## config.mk

```make
export PLATFORM = sky130hd
export DESIGN_NAME = branch_pipe
export DESIGN_NICKNAME = d
export VERILOG_FILES = /design/src/rtl/branch_pipe.sv
export SDC_FILE = /design/constraint.sdc
export NUM_CORES = 1
export LEC_CHECK = 0
export BUFFER_PORTS_ARGS = -buffer_cell sky130_fd_sc_hd__buf_2
export CAP_MARGIN = 30
export CORE_AREA = 2 2 183 185
export DETAILED_ROUTE_END_ITERATION = 8
export DIE_AREA = 0 0 185 187
export PLACE_DENSITY_LB_ADDON = 0.15
export SYNTH_ARGS = -nofsm -noshare
export SYNTH_HDL_FRONTEND = slang
export SYNTH_SLANG_ARGS = --single-unit
```

## constraint.sdc

```tcl
create_clock -name clk -period 2.8 [get_ports clk]
set_input_delay 0.84 -clock clk [delete_from_list [all_inputs] [get_ports clk]]
set_output_delay 0.84 -clock clk [all_outputs]
set_load 0.005 [all_outputs]
```

## src/rtl/branch_pipe.sv

```systemverilog
// Branch execution unit: resolves relative/absolute/conditional branches, checks the fetch
// prediction, and delivers writeback and redirect records after LAT cycles.
module branch_pipe #(
    parameter int unsigned PC_W       = 32,
    parameter int unsigned LAT        = 1,
    parameter int unsigned SQUASH_CYC = 2,
    parameter int unsigned CNT_W      = 16
) (
    input  logic              clk,
    input  logic              reset,
    input  logic              in_valid,
    input  logic [8:0]        opcode9,
    input  logic [15:0]       immediate16,
    input  logic [0:127]      rt,
    input  logic [6:0]        addr_rt,
    input  logic [PC_W-1:0]   PCin,
    input  logic              predictIn,
    input  logic [PC_W-1:0]   predictPCin,
    input  logic              flush,
    output logic [0:138]      pipe,
    output logic [0:2*PC_W+1] PCpipe,
    output logic              out_valid,
    output logic [CNT_W-1:0]  br_cnt,
    output logic [CNT_W-1:0]  mp_cnt
);

    localparam logic [8:0] OpBr    = 9'b001100100;
    localparam logic [8:0] OpBrsl  = 9'b001100110;
    localparam logic [8:0] OpBra   = 9'b001100000;
    localparam logic [8:0] OpBrasl = 9'b001100010;
    localparam logic [8:0] OpBrz   = 9'b001000000;
    localparam logic [8:0] OpBrnz  = 9'b001000010;
    localparam logic [8:0] OpBrhz  = 9'b001000100;
    localparam logic [8:0] OpBrhnz = 9'b001000110;

    localparam logic [2:0] LockLoad = 3'(SQUASH_CYC);

    typedef struct packed {
        logic            valid;
        logic            mp;
        logic            taken;
        logic            we;
        logic [31:0]     link;
        logic [6:0]      dest;
        logic [PC_W-1:0] npc;
        logic [PC_W-1:0] pc;
    } rec_t;

    logic [PC_W-1:0] off;
    logic [PC_W-1:0] seq;
    logic [PC_W-1:0] tgt;
    logic            known;
    logic            is_link;
    logic            is_abs;
    logic            taken;
    rec_t            in_rec;
    rec_t            out_rec;
    rec_t            stage_q [LAT];
    logic [2:0]      lock_q;
    logic [2:0]      lock_d;
    logic            out_mp;
    logic            kill;
    logic            accept;
    logic            unused_rt;

    // Only the preferred slot takes part in condition evaluation.
    assign unused_rt = ^rt[32:127];

    always_comb begin
        off     = PC_W'($signed({immediate16, 2'b00}));
        seq     = (PCin + PC_W'(8)) & ~PC_W'(7);
        known   = 1'b1;
        is_link = 1'b0;
        is_abs  = 1'b0;
        taken   = 1'b1;
        case (opcode9)
            OpBr:    taken = 1'b1;
            OpBrsl:  is_link = 1'b1;
            OpBra:   is_abs = 1'b1;
            OpBrasl: begin
                is_abs  = 1'b1;
                is_link = 1'b1;
            end
            OpBrz:   taken = (rt[0:31] == '0);
            OpBrnz:  taken = (rt[0:31] != '0);
            OpBrhz:  taken = (rt[16:31] == '0);
            OpBrhnz: taken = (rt[16:31] != '0);
            default: known = 1'b0;
        endcase

        if (!taken) begin
            tgt = seq;
        end else if (is_abs) begin
            tgt = off;
        end else begin
            tgt = PCin + off;
        end

        in_rec.valid = 1'b1;
        in_rec.taken = taken;
        in_rec.mp    = (predictIn != taken) || (predictPCin != tgt);
        in_rec.we    = is_link;
        in_rec.link  = is_link ? 32'(PCin + PC_W'(4)) : '0;
        in_rec.dest  = addr_rt;
        in_rec.npc   = tgt;
        in_rec.pc    = PCin;
    end

    assign out_rec = stage_q[LAT-1];
    assign out_mp  = out_rec.valid & out_rec.mp;
    // A presented mispredict kills every younger record, including the one entering now.
    assign kill    = flush | out_mp;
    assign accept  = in_valid & known & (lock_q == '0) & ~kill;

    always_ff @(posedge clk or negedge reset) begin
        if (!reset) begin
            for (int i = 0; i < LAT; i++) stage_q[i] <= '0;
        end else if (kill) begin
            for (int i = 0; i < LAT; i++) stage_q[i] <= '0;
        end else begin
            stage_q[0] <= accept ? in_rec : '0;
            for (int i = 1; i < LAT; i++) stage_q[i] <= stage_q[i-1];
        end
    end

    always_comb begin
        lock_d = lock_q;
        if (out_mp) begin
            lock_d = LockLoad;
        end else if (lock_q != '0) begin
            lock_d = lock_q - 3'd1;
        end
    end

    always_ff @(posedge clk or negedge reset) begin
        if (!reset) begin
            lock_q <= '0;
            br_cnt <= '0;
            mp_cnt <= '0;
        end else begin
            lock_q <= lock_d;
            if (out_rec.valid && br_cnt != '1) br_cnt <= br_cnt + CNT_W'(1);
            if (out_mp && mp_cnt != '1) mp_cnt <= mp_cnt + CNT_W'(1);
        end
    end

    always_comb begin
        out_valid = out_rec.valid;
        pipe      = '0;
        PCpipe    = '0;
        if (out_rec.valid) begin
            pipe   = {out_rec.link, 96'd0, 3'd1, out_rec.we, out_rec.dest};
            PCpipe = {out_rec.npc, out_rec.taken, out_rec.pc, out_rec.mp};
        end
    end

endmodule

```

==> results of run 1 <==
==> registers in the layout (all words and copies together) (netlist names) <==
signal and cells:
br_cnt 16, mp_cnt 16, out_valid 1, lock_q 3, out_rec 106
==> cells by family after synthesis <==
family | after synthesis
AO/OA/AOI/OAI | 196
XOR/XNOR | 126
adder cells (fa/ha/maj) | 36
buffers and inverters | 184
flip-flops | 142
multiplexers | 13
other | 1
AND/OR/NAND/NOR | 528
==> layer usage <==
| metal | track usage (%) | up-vias | routed length [microns] |
|---|---|---|---|
| li1 | - | 5155 | - |
| met1 | 32.4 | 5027 | 18700 |
| met2 | 35.7 | 373 | 18200 |
| met3 | 3.56 | 37 | 2480 |
| met4 | 6.04 | 2 | 660 |
| met5 | 0 | - | 13 |
==> synth_stat cells (all sizes together) (4+ instances only) <==
| master | number | area [sq um] |
|---|---|---|
| a2111oi | 6 | 96.3 |
| inv | 29 | 109 |
| a31oi | 8 | 50.1 |
| o211ai | 4 | 30.0 |
| nor2 | 109 | 409 |
| nand4 | 30 | 188 |
| or3 | 5 | 31.3 |
| o21a | 11 | 82.6 |
| dfrtp | 142 | 3550 |
| a221oi | 4 | 35.0 |
| nand2 | 102 | 383 |
| o21ai | 33 | 165 |
| nor3b | 7 | 52.6 |
| a41oi | 4 | 35.0 |
| xnor2 | 77 | 674 |
| and4 | 4 | 35.0 |
| a21o | 4 | 30.0 |
| clkbuf | 43 | 161 |
| and3 | 12 | 75.1 |
| and2 | 147 | 920 |
| mux2i | 10 | 100 |
| nor2b | 8 | 50.1 |
| o211a | 4 | 40.0 |
| nand2b | 7 | 43.8 |
| a21oi | 62 | 310 |
| nand3 | 42 | 210 |
| ha | 35 | 438 |
| o22ai | 5 | 31.3 |
| buf | 112 | 807 |
| a211oi | 13 | 103 |
| nor4 | 21 | 169 |
| xor2 | 48 | 420 |
| nor3 | 24 | 125 |
| o31a | 6 | 52.6 |
| a311oi | 4 | 35.0 |
==> where the power goes <==
part / switching (uW) / internal, uW
Sequential: 13.3 / 2080
Clock: 904 / 1360
Combinational: 963 / 901
Total: 1880 / 4340
==> critical path: stages <==
cell	delay (ns)
buf_6	0.10
nor4_4	0.26
nand4_1	0.18
a31o_1	0.27
a2111oi_4	0.38
clkbuf_16	0.23
nor3b_2	0.05
and3_1	0.21
or4_4	0.54
nor4_2	0.18
nand4_1	0.15
and4bb_1	0.30
nand4_1	0.12
a2111oi_2	0.23
a31oi_1	0.12
==> layout make-up <==
class                           count  area [sq um]
Timing Repair Buffer              599          4180
Fill cell                        3279         17000
Sequential cell                   142          3550
Multi-Input combinational cell    997          6920
Clock buffer                       19           453
Tap cell                          448           561
Clock inverter                     13           138
Inverter                           29           109
==> how the worst max path moves through the flow <==
stage                               to  slack, ns  cells after the start
after floorplan           out_rec[105]      -0.96                     13
after global placement    out_rec[105]      -1.47                     19
after detailed placement  out_rec[105]      -1.56                     14
after CTS                 out_rec[105]      -1.00                     14
after global routing      out_rec[105]      -1.19                     17
final                     out_rec[105]      -1.05                     15
==> per-stage QoR <==
stage / cells / power (uW) / utilization, %
after global placement: 2194 / 3790 / 44.2
after global routing: 2247 / 6520 / 48.4
after floorplan: 1323 / 3040 / -
after CTS: 2231 / 6180 / 46.9
final: 2247 / 6220 / 48.4
after detailed placement: 2194 / 3800 / 44.2
==> what timing repair did <==
| action | in CTS | in global routing |
|---|---|---|
| gates resized for setup | 51 | 73 |
| setup buffers | 8 | 18 |
| pin swaps | 16 | 19 |
| gates cloned | 0 | 1 |
| hold buffers | 0 | 0 |
| endpoints found under the setup margin | 17 | 20 |
==> summary.md, run 1 <==
| Metric | Value |
|---|---|
| Max Slew Vio Count | `0` |
| Crit path launch | `rt[5]` |
| Worst slew pin tran | `between 0.4 and 0.5 ns` |
| All-Layer GR Usage | `between 20 and 25%` |
| Worst hold slack | `around 0.33 ns` |
| DRT Wirelength | `around 40000 microns` |
| Max Buffers Root-to-Sink | `2` |
| Worst reg2reg endpoint | `mp_cnt[13]` |
| TritonCTS clock tree | `built` |
| Seq cells post-synth | `142` |
| Core area | `32900 sq um` |
| Cells after Synth | `between 1000 and 1500` |
| Syn Area/Cell | `between 8 and 9 sq um` |
| Iteration-0 DRC Markers | `632` |
| Main flop type after synthesis | `dfrtp_1` |
| Cell Area, Synth | `between 10000 and 15000 sq um` |
| Post-synthesis adder-cell area fraction | `around 4.4%` |
| Cts bufs inserted | `17` |
| Fmax | `approximately 0.26 GHz` |
| Final hold vios | `0` |
| H-tree levels | `4` |
| Synth Area in Simple Gates | `roughly a quarter` |
| Asr flop ratio synth | `between 90% and 100%` |
| Design area | `~16000 sq um` |
| Vias in the first global route | `10400` |
| Mux contribution to synthesized area | `1.28%` |
| Worst hold path class | `in2async` |
| Final setup vio count | `16` |
| Data arrival, critical path | `roughly 4.2 ns` |
| Initial core utilization | `a little under a third` |
| CTS Sinks | `142` |
| Worst R2R Path Depth | `9` |
| Largest family of logic cells by synthesized area | `simple AND/OR/NAND/NOR gates` |
| Worst Skew | `approximately 0.013 ns` |
| Die area | `~35000 sq um` |
| Setup slack after layout | `-1.05 ns` |
| Setup TNS | `-5.12 ns` |
| Placed Area | `between 10000 and 15000 sq um` |
| Status | `finished, violations left` |
| Clock Tree Root | `clkbuf_16` |
| Reg2reg start | `mp_cnt[6]` |
| Clk Latency, worst-skew pair | `0.43 ns` |
| CP required | `between 3 and 4 ns` |
| Reg-to-reg slack, setup | `approximately 0.47 ns` |
| Pwr Density | `~400 nW/um^2` |
| Final HPWL DP | `roughly 32000 microns` |
| ANT nets after route | `0` |
| Most frequent cells in the layout | `buf_4, buf_2, and2_1` |
| Die Y | `around 190 microns` |
| Wire per inst | `roughly 18 microns` |
| Clock transition at the registers of the reported paths | `about 0.06 ns` |
| Synth Area in XOR/XNOR | `approximately a tenth` |
| WS Path Type | `in2reg` |
| Diodes inserted | `0` |
| Initial antenna violation count | `2` |
| Max-slew headroom | `around 68%` |
| Largest net degree at the start of global routing | `between 100 and 150` |
| Period Utilization, post-route | `137%` |
| Crit-path max FO | `6` |
| Port buffer count | `roughly 270` |
| Leading cell type in the layout, fill and taps excluded | `buf_4` |
| Worst slack, placed | `-1.56 ns` |
| Io pins | `roughly 470` |
| Synth unique cells | `75` |
| CP Capture Type | `flip-flop` |
| Row cnt | `67` |
| Register area share after synthesis | `33.9%` |
| Lkg Pwr | `0.00803 uW` |
| Number of synthesized flops with an enable pin | `0` |
| Routability Congestion | `roughly 0.92` |
| Vias | `~11000` |
| Via/cell ratio | `4.71` |
| Area Growth Syn to Fin | `51.9%` |
| Synth Area in Compound Gates | `between 10 and 15%` |
| Die Wd | `185 microns` |
| First-pass GRT wire length | `59900 microns` |
| Ys Warns | `0` |
| Nets | `between 2000 and 2500` |
| Setup crit start kind | `input pin` |
| Failing checks | `negative setup slack` |
| DR DRC count | `0` |
| Pre-antenna DRT Iters | `8` |
| Total grt overflow | `0` |
| Layout cell share with drive strength beyond 1 | `between 40 and 50%` |
| VDD IR-drop max | `about 0.00032 V` |
| RSZ-0062 raised after global routing | `yes` |
| Max Cap Viol | `0` |
| Fin crit period | `about 3.8 ns` |
No activity file was read; power rests on OpenSTA's default activity.
==> run 2: changes to the inputs <==
==> constraint.sdc (replaced) <==
create_clock -name clk -period 3.7 [get_ports clk]
set_input_delay 1.11 -clock clk [delete_from_list [all_inputs] [get_ports clk]]
set_output_delay 1.11 -clock clk [all_outputs]
set_load 0.005 [all_outputs]
==> summary.md, run 2 (synthesis gave the netlist of run 1 again) <==
| Metric | Value |
|---|---|
| Final HPWL DP | `31500 microns` |
| Routability Congestion | `just under 1` |
| Post-layout util | `between 40% and 50%` |
| Wire per inst | `17.3 microns` |
| Status | `finished, violations left` |
| Comb power frac | `a little over a quarter` |
| Final setup vio count | `2` |
| First-pass GRT wire length | `58100 microns` |
| Nets | `2013` |
| Hold path depth | `1` |
| Buffer and inverter count on the worst path | `2` |
| DRT Wirelength | `between 30000 and 40000 microns` |
| CTS Sinks | `around 140` |
| Final hold vios | `0` |
| Vias in the first global route | `approximately 10000` |
| Placed instance count | `approximately 2200` |
| Core area | `roughly 33000 sq um` |
| Clock share of power | `39.8%` |
| Pre-antenna DRT Iters | `8` |
| CP cell instances | `buf_6, ha_4, inv_2, fa_2, nor2b_4, o31a_1, o21a_1, o21a_1, o31a_1, mux2i_2, xor2_1, a2111oi_4, nand4_1, and4bb_1, nand4_1, a2111oi_4, a31oi_1` |
| Fin crit period | `between 4 and 5 ns` |
| Total Power | `around 4800 uW` |
| Crit-path max FO | `3` |
| Worst reg2reg endpoint | `mp_cnt[13]` |
| Via/cell ratio | `approximately 4.7` |
| Metal3 WL | `between 2000 and 3000 microns` |
| Max incr delay on CP | `about 0.36 ns` |
| Cell family with most CP delay | `compound AO/OA/AOI/OAI gates` |
| Die Y | `187 microns` |
| Post-route insts no fill | `approximately 2200` |
| Total grt overflow | `0` |
| Hold Crit Start | `br_cnt[14]` |
| Die area | `34600 sq um` |
| Cts bufs inserted | `17` |
| Vias | `between 10000 and 15000` |
| Max-slew headroom | `~54%` |
| Data arrival, critical path | `between 4 and 5 ns` |
| Internal power | `between 3000 and 4000 uW` |
| Leading cell type in the layout, fill and taps excluded | `buf_4` |
| Max Buffers Root-to-Sink | `2` |
| Max reg flops | `106` |
| DR WL met2 | `17000 microns` |
| Clock Tree Root | `clkbuf_16` |
| Reg2reg start | `out_valid` |
| Setup TNS | `-0.882 ns` |
| Lkg Pwr | `between 0.007 and 0.008 uW` |
| Pwr Density | `around 320 nW/um^2` |
| Net Sw Power | `1360 uW` |
| Worst R2R Path Depth | `6` |
| Period Utilization, post-route | `113%` |
| M1 WL | `between 15000 and 20000 microns` |
| Port buffer count | `between 200 and 300` |
| Iteration-0 DRC Markers | `approximately 550` |
| Largest net degree at the start of global routing | `between 70 and 80` |
| Failing checks | `negative setup slack` |
| Worst Skew | `~0.012 ns` |
| ANT nets after route | `0` |
| WS Path Type | `in2reg` |
| Setup crit start kind | `input pin` |
| Row cnt | `67` |
| RSZ-0062 raised after global routing | `yes` |
| Clk Latency, worst-skew pair | `between 0.4 and 0.5 ns` |
| Sw Share | `between 20% and 30%` |
| Initial antenna violation count | `5` |
| Fmax | `~0.24 GHz` |
| Worst hold path class | `reg2reg` |
| Top sig layer | `met5` |
| Io pins | `between 400 and 500` |
| Min-Delay Endpoint | `br_cnt[14]` |
| All-Layer GR Usage | `21.9%` |
| H-tree levels | `4` |
| Reg-to-reg slack, setup | `around 1.1 ns` |
| Max Slew Vio Count | `0` |
| VDD IR-drop max | `0.000284 V` |
| Setup slack after layout | `-0.464 ns` |
| Max stage delay cell, worst path | `a2111oi_4` |
| CP Capture Type | `flip-flop` |
| Initial core utilization | `31.9%` |
| TritonCTS clock tree | `built` |
| Clock transition at the registers of the reported paths | `0.06 ns` |
| Critical Path Stages | `17` |
| Die Wd | `between 150 and 200 microns` |
| Area Growth Syn to Fin | `43.2%` |
| Layout cell share with drive strength beyond 1 | `36.5%` |
| DR DRC count | `0` |
| Worst slew pin tran | `between 0.6 and 0.7 ns` |
| Power share of the sequential group | `between 30% and 40%` |
| Most frequent cells in the layout | `buf_4, buf_2, and2_1` |
| CP required | `just under 4 ns` |
| Max Cap Viol | `0` |
==> run 2: changes by cell type in the layout (fill, tap and decap cells not counted), moves of 7 or more <==
cell and change:
a21oi_1 +18, ha_1 +10, buf_4 -7, a21oi_2 -15
ha_4 -9, buf_6 -29, nor2_1 +8, buf_12 -8
buf_2 +12
==> run 2: how the worst max path moves through the flow <==
| stage | start | end | slack (ns) |
|---|---|---|---|
| global placement | PCin[2] | out_rec[105] | -0.97 |
| floorplan | rt[29] | out_rec[105] | -0.33 |
| finish | PCin[2] | out_rec[105] | -0.46 |
| global route | rt[13] | out_rec[105] | -0.61 |
| detailed placement | rt[6] | out_rec[105] | -1.01 |
| CTS | rt[6] | out_rec[105] | -0.45 |
==> run 2: worst reg2reg max path, cell delays in order (launching register included) <==
cell,delay [ns]
dfrtp_2,0.70
nand2_1,0.39
a31oi_1,0.49
and3_1,0.26
nor2b_1,0.36
nor2b_1,0.21
xnor2_1,0.13
==> run 2: layer usage <==
| layer | vias up | global-route usage, % |
|---|---|---|
| met3 | 57 | 3.66 |
| li1 | 5066 | - |
| met5 | - | 0 |
| met4 | 8 | 6.96 |
| met1 | 4803 | 30.7 |
| met2 | 378 | 34.3 |
==> run 2: cell type report <==
cell class | instances | area (sq um)
clock inverter | 11 | 190
timing repair buffer | 561 | 3590
clock buffer | 19 | 453
tap | 448 | 561
sequential | 142 | 3550
multi-input combinational | 997 | 6530
antenna | 1 | 2.50
inverter | 29 | 109
fill | 3370 | 17900
==> run 2: what timing repair did <==
item | in CTS | in global routing
cloned | 0 | 0
endpoints found under the hold margin | 0 | 0
gates resized for setup | 10 | 34
pin swaps | 2 | 9
setup buffers | 4 | 2
setup endpoints to repair | 6 | 7
hold buffers | 0 | 0
==> run 2: per-stage QoR <==
step                      worst slack, ns  hold WS [ns]  cell area, sq um
after floorplan                    -0.333         0.477             11000
after global placement             -0.969         0.472             14100
after detailed placement            -1.01         0.480             14100
after CTS                          -0.449         0.490             14800
after global routing               -0.608         0.504             15000
final                              -0.464         0.487             15000
==> run 2: power by group through the flow <==
| stage | clock, uW | combinational, uW | sequential [uW] |
|---|---|---|---|
| floorplan | 0 | 666 | 1610 |
| global placement | 0 | 1220 | 1610 |
| detailed placement | 0 | 1230 | 1610 |
| CTS | 1940 | 1240 | 1580 |
| global route | 2010 | 1410 | 1590 |
| finish | 1900 | 1290 | 1580 |
